$ cat src/rtl/muldiv_if.sv
// Handshake and data bundle between the EX stage and the multiply/divide unit.
interface muldiv_if #(
  parameter int MDOp_WIDTH = 3
);
  logic                  Start;
  logic [0:MDOp_WIDTH-1] MDOp;
  logic [0:31]           A;
  logic [0:31]           B;
  logic                  Flush;
  logic                  Busy;
  logic                  Done;
  logic [0:31]           Result;
  logic                  Ovf;

  modport master (
    output Start, MDOp, A, B, Flush,
    input  Busy, Done, Result, Ovf
  );

  modport slave (
    input  Start, MDOp, A, B, Flush,
    output Busy, Done, Result, Ovf
  );
endinterface

$ cat src/rtl/muldiv_unit.sv
// Iterative shift-add multiplier / restoring divider for the EX stage.
// One product or quotient bit per cycle; sign handled on magnitudes.
module muldiv_unit #(
  parameter int MDOp_WIDTH = 3,
  parameter int ITER       = 32
) (
  input logic     clk,
  input logic     rst_n,
  muldiv_if.slave bus
);

  localparam int CW = $clog2(ITER) + 1;

  localparam logic [MDOp_WIDTH-1:0] OP_MUL_LO   = MDOp_WIDTH'(0);
  localparam logic [MDOp_WIDTH-1:0] OP_MUL_HI_S = MDOp_WIDTH'(1);
  localparam logic [MDOp_WIDTH-1:0] OP_MUL_HI_U = MDOp_WIDTH'(2);
  localparam logic [MDOp_WIDTH-1:0] OP_DIV_S    = MDOp_WIDTH'(3);
  localparam logic [MDOp_WIDTH-1:0] OP_DIV_U    = MDOp_WIDTH'(4);

  typedef enum logic [1:0] {
    S_IDLE,
    S_CALC,
    S_FIX,
    S_DONE
  } state_t;

  state_t                state_q, state_d;
  logic [MDOp_WIDTH-1:0] op_q, op_d;
  logic                  sign_q, sign_d;
  logic [31:0]           mcand_q, mcand_d;
  logic [31:0]           hi_q, hi_d;
  logic [31:0]           lo_q, lo_d;
  logic [CW-1:0]         cnt_q, cnt_d;
  logic [31:0]           res_q, res_d;
  logic                  ovf_q, ovf_d;

  logic [MDOp_WIDTH-1:0] op_in;
  logic [31:0]           a_in, b_in;
  logic [31:0]           a_mag, b_mag;
  logic                  op_valid, is_div_in, signed_in, special;
  logic                  is_div_q;

  logic [32:0]           sum;
  logic [31:0]           mul_hi, mul_lo;
  logic [32:0]           sh, diff;
  logic [31:0]           div_hi, div_lo;
  logic [31:0]           neg_hi;
  logic [31:0]           fix_res;

  assign op_in = bus.MDOp;
  assign a_in  = bus.A;
  assign b_in  = bus.B;

  assign op_valid  = (op_in <= OP_DIV_U);
  assign is_div_in = (op_in == OP_DIV_S) || (op_in == OP_DIV_U);
  assign signed_in = (op_in == OP_MUL_HI_S) || (op_in == OP_DIV_S);
  assign a_mag     = (signed_in && a_in[31]) ? -a_in : a_in;
  assign b_mag     = (signed_in && b_in[31]) ? -b_in : b_in;

  assign special = is_div_in &&
                   ((b_in == 32'd0) ||
                    ((op_in == OP_DIV_S) &&
                     (a_in == 32'h8000_0000) &&
                     (b_in == 32'hFFFF_FFFF)));

  assign is_div_q = (op_q == OP_DIV_S) || (op_q == OP_DIV_U);

  // Multiply: {hi,lo} shifts right, multiplier drains out of lo.
  assign sum    = {1'b0, hi_q} + (lo_q[0] ? {1'b0, mcand_q} : 33'd0);
  assign mul_hi = sum[32:1];
  assign mul_lo = {sum[0], lo_q[31:1]};

  // Divide: dividend shifts out of lo into the remainder in hi.
  assign sh     = {hi_q, lo_q[31]};
  assign diff   = sh - {1'b0, mcand_q};
  assign div_hi = diff[32] ? sh[31:0] : diff[31:0];
  assign div_lo = {lo_q[30:0], ~diff[32]};

  // High word of -{hi,lo}: carry into hi only when lo is zero.
  assign neg_hi = ~hi_q + {31'd0, (lo_q == 32'd0)};

  always_comb begin
    fix_res = lo_q;
    unique case (1'b1)
      (op_q == OP_MUL_HI_S): fix_res = sign_q ? neg_hi : hi_q;
      (op_q == OP_MUL_HI_U): fix_res = hi_q;
      (op_q == OP_DIV_S):    fix_res = sign_q ? -lo_q : lo_q;
      default:               fix_res = lo_q;
    endcase
  end

  always_comb begin
    state_d = state_q;
    op_d    = op_q;
    sign_d  = sign_q;
    mcand_d = mcand_q;
    hi_d    = hi_q;
    lo_d    = lo_q;
    cnt_d   = cnt_q;
    res_d   = res_q;
    ovf_d   = ovf_q;
    unique case (state_q)
      S_IDLE: begin
        if (bus.Start && !bus.Flush && op_valid) begin
          op_d    = op_in;
          sign_d  = signed_in && (a_in[31] ^ b_in[31]);
          mcand_d = is_div_in ? b_mag : a_mag;
          lo_d    = is_div_in ? a_mag : b_mag;
          hi_d    = 32'd0;
          cnt_d   = '0;
          if (special) begin
            res_d   = 32'd0;
            ovf_d   = 1'b1;
            state_d = S_DONE;
          end else begin
            ovf_d   = 1'b0;
            state_d = S_CALC;
          end
        end
      end
      S_CALC: begin
        if (bus.Flush) begin
          state_d = S_IDLE;
        end else begin
          hi_d  = is_div_q ? div_hi : mul_hi;
          lo_d  = is_div_q ? div_lo : mul_lo;
          cnt_d = cnt_q + 1'b1;
          if (cnt_q == CW'(ITER - 1)) begin
            state_d = S_FIX;
          end
        end
      end
      S_FIX: begin
        if (bus.Flush) begin
          state_d = S_IDLE;
        end else begin
          res_d   = fix_res;
          state_d = S_DONE;
        end
      end
      S_DONE: begin
        state_d = S_IDLE;
      end
      default: begin
        state_d = S_IDLE;
      end
    endcase
  end

  always_ff @(posedge clk) begin
    if (!rst_n) begin
      state_q <= S_IDLE;
      op_q    <= '0;
      sign_q  <= 1'b0;
      mcand_q <= 32'd0;
      hi_q    <= 32'd0;
      lo_q    <= 32'd0;
      cnt_q   <= '0;
      res_q   <= 32'd0;
      ovf_q   <= 1'b0;
    end else begin
      state_q <= state_d;
      op_q    <= op_d;
      sign_q  <= sign_d;
      mcand_q <= mcand_d;
      hi_q    <= hi_d;
      lo_q    <= lo_d;
      cnt_q   <= cnt_d;
      res_q   <= res_d;
      ovf_q   <= ovf_d;
    end
  end

  assign bus.Busy   = (state_q == S_CALC) || (state_q == S_FIX);
  assign bus.Done   = (state_q == S_DONE);
  assign bus.Result = res_q;
  assign bus.Ovf    = ovf_q;

endmodule

$ cat src/flat_wrapper.sv
// flat-port wrapper written by rule: the top's interface ports become plain ports
module muldiv_unit_flat 
#(
  parameter int MDOp_WIDTH = 3,
  parameter int ITER       = 32
)
  (clk, rst_n, bus_Start, bus_MDOp, bus_A, bus_B, bus_Flush, bus_Busy, bus_Done, bus_Result, bus_Ovf);
  muldiv_if #(.MDOp_WIDTH(MDOp_WIDTH)) bus_i ();
  input logic clk;
  input logic rst_n;
  input wire logic [$bits(bus_i.Start)-1:0] bus_Start;
  input wire logic [$bits(bus_i.MDOp)-1:0] bus_MDOp;
  input wire logic [$bits(bus_i.A)-1:0] bus_A;
  input wire logic [$bits(bus_i.B)-1:0] bus_B;
  input wire logic [$bits(bus_i.Flush)-1:0] bus_Flush;
  output wire logic [$bits(bus_i.Busy)-1:0] bus_Busy;
  output wire logic [$bits(bus_i.Done)-1:0] bus_Done;
  output wire logic [$bits(bus_i.Result)-1:0] bus_Result;
  output wire logic [$bits(bus_i.Ovf)-1:0] bus_Ovf;
  assign bus_i.Start = bus_Start;
  assign bus_i.MDOp = bus_MDOp;
  assign bus_i.A = bus_A;
  assign bus_i.B = bus_B;
  assign bus_i.Flush = bus_Flush;
  assign bus_Busy = bus_i.Busy;
  assign bus_Done = bus_i.Done;
  assign bus_Result = bus_i.Result;
  assign bus_Ovf = bus_i.Ovf;
  muldiv_unit #(.MDOp_WIDTH(MDOp_WIDTH), .ITER(ITER)) u_core (.clk(clk), .rst_n(rst_n), .bus(bus_i));
endmodule
$ cat config.mk
export PLATFORM = sky130hd
export DESIGN_NAME = muldiv_unit_flat
export DESIGN_NICKNAME = d
export VERILOG_FILES = /design/src/rtl/muldiv_if.sv /design/src/rtl/muldiv_unit.sv /design/src/flat_wrapper.sv
export SDC_FILE = /design/constraint.sdc
export NUM_CORES = 1
export LEC_CHECK = 0
export ABC_AREA = 1
export CAP_MARGIN = 20
export CORE_MARGIN = 2
export CORE_UTILIZATION = 30
export DETAILED_ROUTE_END_ITERATION = 12
export GPL_ROUTABILITY_DRIVEN = 0
export SKIP_CTS_REPAIR_TIMING = 1
export SLEW_MARGIN = 20
export SYNTH_ARGS = -nofsm -noshare
export SYNTH_HDL_FRONTEND = slang
export SYNTH_SLANG_ARGS = --single-unit
$ cat constraint.sdc
create_clock -name clk -period 3.2 [get_ports clk]
set_input_delay 0.32 -clock clk [delete_from_list [all_inputs] [get_ports clk]]
set_output_delay 0.32 -clock clk [all_outputs]
set_load 0.01 [all_outputs]
* After elaboration in Yosys (flattened, before gate mapping) *
Cells that the tools add are included.

storage, ports and cells
  bits in registers = 141
  output and inout port bits = 35

operators by class
  $add $sub $neg = 7
  order comparisons = 1
  equality and inequality tests = 18
  mux-type cells = 31
  bitwise gates (word level) = 3
  reductions and logical operators = 23

operator list
  kind                  count
  $mux 32               17
  $pmux 32 s2           3
  $neg 32->32           3
  $pmux 32 s3           1
  $eq 32x32->1 const B  2
  $logic_not 32->1      2
  $add 32x33->33        1
  $sub 33x32->33        1
  $add 32x1->32         1
  $not 32->32           1
  $mux 6                2
  $pmux 6 s2            1
  $mux 2                5
  $eq 3x2->1 const B    3
  $logic_and 1x1->1     8
  $pmux 2 s4            1
  $add 6x1->6 const B   1
  $eq 3x1->1 const B    2
  $eq 3x3->1 const B    2
  $eq 6x5->1 const B    1
  $logic_or 1x1->1      5
  $eq 2x2->1 const B    2
  $ne 2x1->1 const B    2
  $ne 2x2->1 const B    2
  12 further kinds      14

* Logic depth before layout (Yosys ltp) *
Gate-level depths: netlist (run 1).

  depth after elaboration = 8
  gate-level depth with buffers = 23
  gate-level depth less buffers = 22

* Worst setup path after synthesis (run 1) *
No wires, ideal clock.

  path kind = reg2reg
  from = reg u_core.lo_q[0]
  to = reg u_core.res_q[21] (netlist: u_core.bus.Result[10])
  setup time = 117 ps
  arrival time = 2944 ps
  setup slack = 139 ps
  cell stages (with the launch flop) = 20
  path buffers = 1
  clock period less this slack = 3061 ps
  cells stage by stage = dfxtp_1 > buf_2 > inv_2 > ha_1 > nand3_1 > nor2_1 > nand2_1 > nor3_1 > nand3_1 > nor3_1 > ha_1 > nand3_1 > inv_1 > nand3b_1 > o21ai_0 > nand3_1 > nand3_1 > o211ai_1 > a21oi_1 > nor2_1

between the ends
  longest elaborated chain between the ends = 6
  elaborated cells on any way between the ends = 8
  those cells by class = add/sub (2); mux (5); reduce/logical (1)

ends and longest elaborated chain
  item                    line                RTL
  from (decl)             muldiv_unit.sv:32   logic [31:0] lo_q, lo_d;
  from (signal assigned)  muldiv_unit.sv:167  lo_q <= lo_d;
  $logic_not 32->1        muldiv_unit.sv:80   assign neg_hi = ~hi_q + {31'd0, (lo_q == 32'd0)};
  $add 32x1->32           muldiv_unit.sv:80
  $mux 32                 muldiv_unit.sv:85   (op_q == OP_MUL_HI_S): fix_res = sign_q ? neg_hi : hi_q;
  $pmux 32 s3 (*)         muldiv_unit.sv:84   unique case (1'b1)
  $mux 32 (*)             muldiv_unit.sv:134  if (bus.Flush) begin
  $pmux 32 s2 (*)         muldiv_unit.sv:102  unique case (state_q)
  to (signal assigned)    muldiv_unit.sv:169  res_q <= res_d;
  to (decl)               muldiv_unit.sv:34   logic [31:0] res_q, res_d;

Every way passes the cells marked *; elsewhere a longest branch is shown, timed or not. The select of a mux whose other input is x is not followed.
A chain may end at the register's enable or synchronous reset.

* Worst setup path in the final report (run 1) *
  from = reg u_core.lo_q[20]
  to = reg u_core.res_q[23] (netlist: u_core.bus.Result[8])

Same word-level chain as after synthesis.

==> results_tabular.tex, run 1 <==
\begin{tabular}{lr}
\hline
Metric & Value \\
\hline
\multicolumn{2}{l}{\textbf{Synth}} \\
Dominant combinational cell family by area after synthesis & simple AND/OR/NAND/NOR gates \\
Syn Inst Count & $\sim$3100 \\
Synthesized-area fraction occupied by xor and xnor cells & 0.0313 \\
Synth Flop Type & sky130\_fd\_sc\_hd\_\_dfxtp\_1 \\
Share of Yosys cell area claimed by the top area cell type & 0.188 \\
Post-synthesis area per instance & $\sim$5.5 µm² \\
Fraction of synthesis flops using an asynchronous set or reset pin & 0 \\
Multiplexer share of the synthesized area & 0 \\
Synthesized Nets & $\sim$3200 \\
Post-synthesis cell type count & 54 \\
Sequential fraction of the synthesis area & 0.168 \\
Synthesized-area fraction occupied by ao, oa, aoi and oai cells & 0.191 \\
Synth top area cells & sky130\_fd\_sc\_hd\_\_nand2\_1 19\%, sky130\_fd\_sc\_hd\_\_dfxtp\_1 17\%, sky130\_fd\_sc\_hd\_\_nand3\_1 11\% \\
Dominant cell type by area after synthesis & sky130\_fd\_sc\_hd\_\_nand2\_1 \\
Simple-gate area share of the yosys netlist & 0.418 \\
Syn Std Cell Area & 16800 µm² \\
Post-synthesis share of cell area spent on full adders, half adders and majority gates & 0.0590 \\
Count of warnings emitted by yosys & 0 \\
Flip-flop and latch count after synthesis & 141 \\
Post-synth EDFFs & 0 \\
\multicolumn{2}{l}{\textbf{Setup path}} \\
Cells along the critical path & nor2\_1 > nand3\_1 > nor4\_2 > buf\_4 > nand3\_1 > nor3\_2 > ha\_2 > nand2\_2 > nor2\_2 > nand2\_2 > nor2\_1 > nand2\_1 > nand2\_1 > nand2\_1 > nand3\_1 > nand3\_1 > a21oi\_1 > nor2\_1 \\
Critical path data arrival time & $\sim$3300 ps \\
Type of the worst setup path & reg2reg \\
Worst path max stage delay & about 330 ps \\
Crit path capture type & register \\
Worst path required time & 3560 ps \\
Sort of element at the start of the critical path & register \\
Critical Path Most Common Cell & sky130\_fd\_sc\_hd\_\_nand3\_1 \\
Slowest CP cell & sky130\_fd\_sc\_hd\_\_dfxtp\_1 \\
Largest fanout on the critical path & 4 \\
\multicolumn{2}{l}{\textbf{Run}} \\
Count of max-cap constraint violations & 0 \\
\multicolumn{2}{l}{\textbf{Global route}} \\
Global-route wire length before repair & 106000 µm \\
Number of global-route vias before repair & roughly 19000 \\
Number of antenna violations at the first check in global routing & 0 \\
Aggregate global-route resource usage & 0.238 \\
Gr ovfl total & 0 \\
Maximum number of pins on one net before global-route repair & 74 \\
\multicolumn{2}{l}{\textbf{Floorplan}} \\
DIE WIDTH & 241 µm \\
Area inside the core boundary & 55200 µm² \\
Height of the die & 241 µm \\
Effective utilization at floorplan & 0.304 \\
Ports placed on the boundary & roughly 110 \\
Die ar. & $\sim$58000 µm² \\
Placement Rows & between 80 and 90 \\
\multicolumn{2}{l}{\textbf{Drt}} \\
Total via count after detailed routing & a little over 20000 \\
Detailed Route Iter0 Violations & approximately 2400 \\
Number of design rule violations left after detail routing & 0 \\
Detail-routed via count per cell & about 5.2 \\
Final antenna-violating net count & 0 \\
First-pass detailed-route iteration total & 6 \\
Wire length per cell & roughly 17 µm \\
Overall routed net length & approximately 69000 µm \\
\multicolumn{2}{l}{\textbf{Timing}} \\
Worst Max-Slew Pin Slew & between 800 and 900 ps \\
Hold violation count in the final report & 0 \\
Min Tclk post-route & 2930 ps \\
Final-layout worst hold slack & $\sim$370 ps \\
Post-layout worst setup margin & approximately 270 ps \\
Pins over their slew limit & 0 \\
Highest achievable clock rate & between 300 and 400 MHz \\
Rel. slew slack & 0.413 \\
Clock skew after layout & 13.6 ps \\
Share of the cycle needed by the critical path after routing & 0.915 \\
Total Neg Setup Slack & 0 ps \\
Number of failing setup endpoints in the final timing report & 0 \\
\multicolumn{2}{l}{\textbf{Pwr}} \\
Final Total Pwr & about 11 mW \\
Total power density per cell area & approximately 560 nW/µm² \\
Static leakage & between 9 and 10 nW \\
Worst vdd rail ir drop & approximately 0.00045 V \\
\multicolumn{2}{l}{\textbf{CTS}} \\
H-tree levels & 4 \\
Clock root buffer master & sky130\_fd\_sc\_hd\_\_clkbuf\_16 \\
Clock tree from TritonCTS & done \\
Clock-pin slew on the worst setup and hold paths & roughly 70 ps \\
Total number of clock tree sinks & around 140 \\
CTS Buffer Depth & 2 \\
Total CTS buffers & 17 \\
Clock latency of the later-clocked register in the worst-skew pair & roughly 470 ps \\
\multicolumn{2}{l}{\textbf{Final layout}} \\
\# nets final & approximately 3400 \\
Fraction of final layout cells with drive strength greater than 1 & 0.0749 \\
Final standard cell area without fillers & around 20000 µm² \\
Area growth from synthesis to final layout & 18.9\% \\
Number of diodes added for antenna fixing & 0 \\
\multicolumn{2}{l}{\textbf{Placement}} \\
Quantity of I/O buffers inserted on ports & between 100 and 150 \\
Placed Area & approximately 19000 µm² \\
Sum of net half-perimeters after detailed placement & around 57000 µm \\
Pre-CTS setup slack & approximately 30 ps \\
\multicolumn{2}{l}{\textbf{Min path}} \\
Tightest Hold Check Type & in2reg \\
\multicolumn{2}{l}{\textbf{Status}} \\
Status & finished clean \\
\hline
\end{tabular}
state kept, by name, indices dropped and copies added, names as in the netlist:
register,count
u_core.hi_q,32
u_core.op_q,3
u_core.cnt_q,6
u_core.lo_q,32
u_core.bus.Result,32
u_core.sign_q,1
u_core.bus.Ovf,1
u_core.mcand_q,32
u_core.state_q,2
critical path, delay by kind of cell (launching register included):
family                     cells  cell delay (ps)
and+or+nand+nor               15             1920
adders and majority gates      1              230
DFF                            1              330
buffers and inverters          1              170
AOI/OAI and AO/OA              1              170
layout make-up:
class / count / area, µm²
repair buffers: 232 / 2090
clock buffers: 17 / 425
fillers: 6279 / 35200
inverters: 457 / 1720
well taps: 748 / 936
flip-flops and latches: 141 / 2820
clock inverters: 15 / 173
multi-input cells: 2367 / 11800
report_power, final:
group	leakage [nW]	switching, mW	internal (mW)
Clock	0.287	0.941	1.11
Combinational	8.10	4.45	2.32
Sequential	1.15	0.287	2.06
final timing paths:
kind	from	to	slack (ps)	cells past startpoint
max	u_core.lo_q[20]	u_core.bus.Result[8]	270	18
max reg2reg	u_core.lo_q[20]	u_core.bus.Result[8]	270	18
min reg2reg	u_core.bus.Result[16]	u_core.bus.Result[16]	470	2
min	rst_n	u_core.cnt_q[0]	370	3
metrics by stage:
stage / utilization / std cells
6_report: 0.362 / 3977
5_1_grt: 0.362 / 3977
4_1_cts: 0.360 / 3974
3_5_place_dp: 0.349 / 3942
3_3_place_gp: 0.349 / 3942
2_1_floorplan: - / 3082
kinds of logic after synthesis:
logic type               Yosys count
AND/OR/NAND/NOR                 1640
AO/OA/AOI/OAI                    589
buffers and inverters            574
adder cells (fa/ha/maj)           78
flip-flops                       141
XOR/XNOR                          60
cells in the mapped netlist, types with 38 or more instances:
cell and number:
sky130_fd_sc_hd__nand2_1 842, sky130_fd_sc_hd__inv_1 441, sky130_fd_sc_hd__nand3_1 361, sky130_fd_sc_hd__nor2_1 295
sky130_fd_sc_hd__a21oi_1 253, sky130_fd_sc_hd__o21ai_0 237, sky130_fd_sc_hd__dfxtp_1 141, sky130_fd_sc_hd__ha_1 76
sky130_fd_sc_hd__clkbuf_1 74, sky130_fd_sc_hd__o211ai_1 43, sky130_fd_sc_hd__nor3_1 40, sky130_fd_sc_hd__xor2_1 38
cell usage in the layout (no fill, tap or decap), drive strengths merged, types with 5 or more instances in the layout:
cell type | netlist | layout
nand2 | 855 | 855
inv | 455 | 463
nand3 | 364 | 364
nor2 | 302 | 302
a21oi | 258 | 258
o21ai | 242 | 242
dfxtp | 141 | 141
buf | 43 | 128
clkdlybuf4s50 | 0 | 104
ha | 76 | 76
nor3 | 44 | 44
o211ai | 43 | 43
xor2 | 38 | 38
nand4 | 33 | 33
xnor2 | 22 | 22
clkbuf | 74 | 17
nand3b | 16 | 16
or2 | 15 | 15
a31oi | 12 | 12
o21bai | 11 | 11
nor4 | 6 | 6
clkinv | 2 | 6
a21o | 5 | 5
per-layer routing:
metal / global-route usage / vias to the layer above / wire length (µm)
met1: 0.327 / 9328 / 30200
met2: 0.368 / 953 / 29600
met4: 0.102 / 0 / 3030
li1: - / 10300 / -
met5: 0 / - / 0
met3: 0.0387 / 127 / 6580
Power figures use the tool's default switching activity.
==> inputs of run 2 (changes only) <==
- SLEW_MARGIN: 20 -> not set
==> results of run 2 <==
No change in the layout: final DEF, timing and power equal those of run 1.
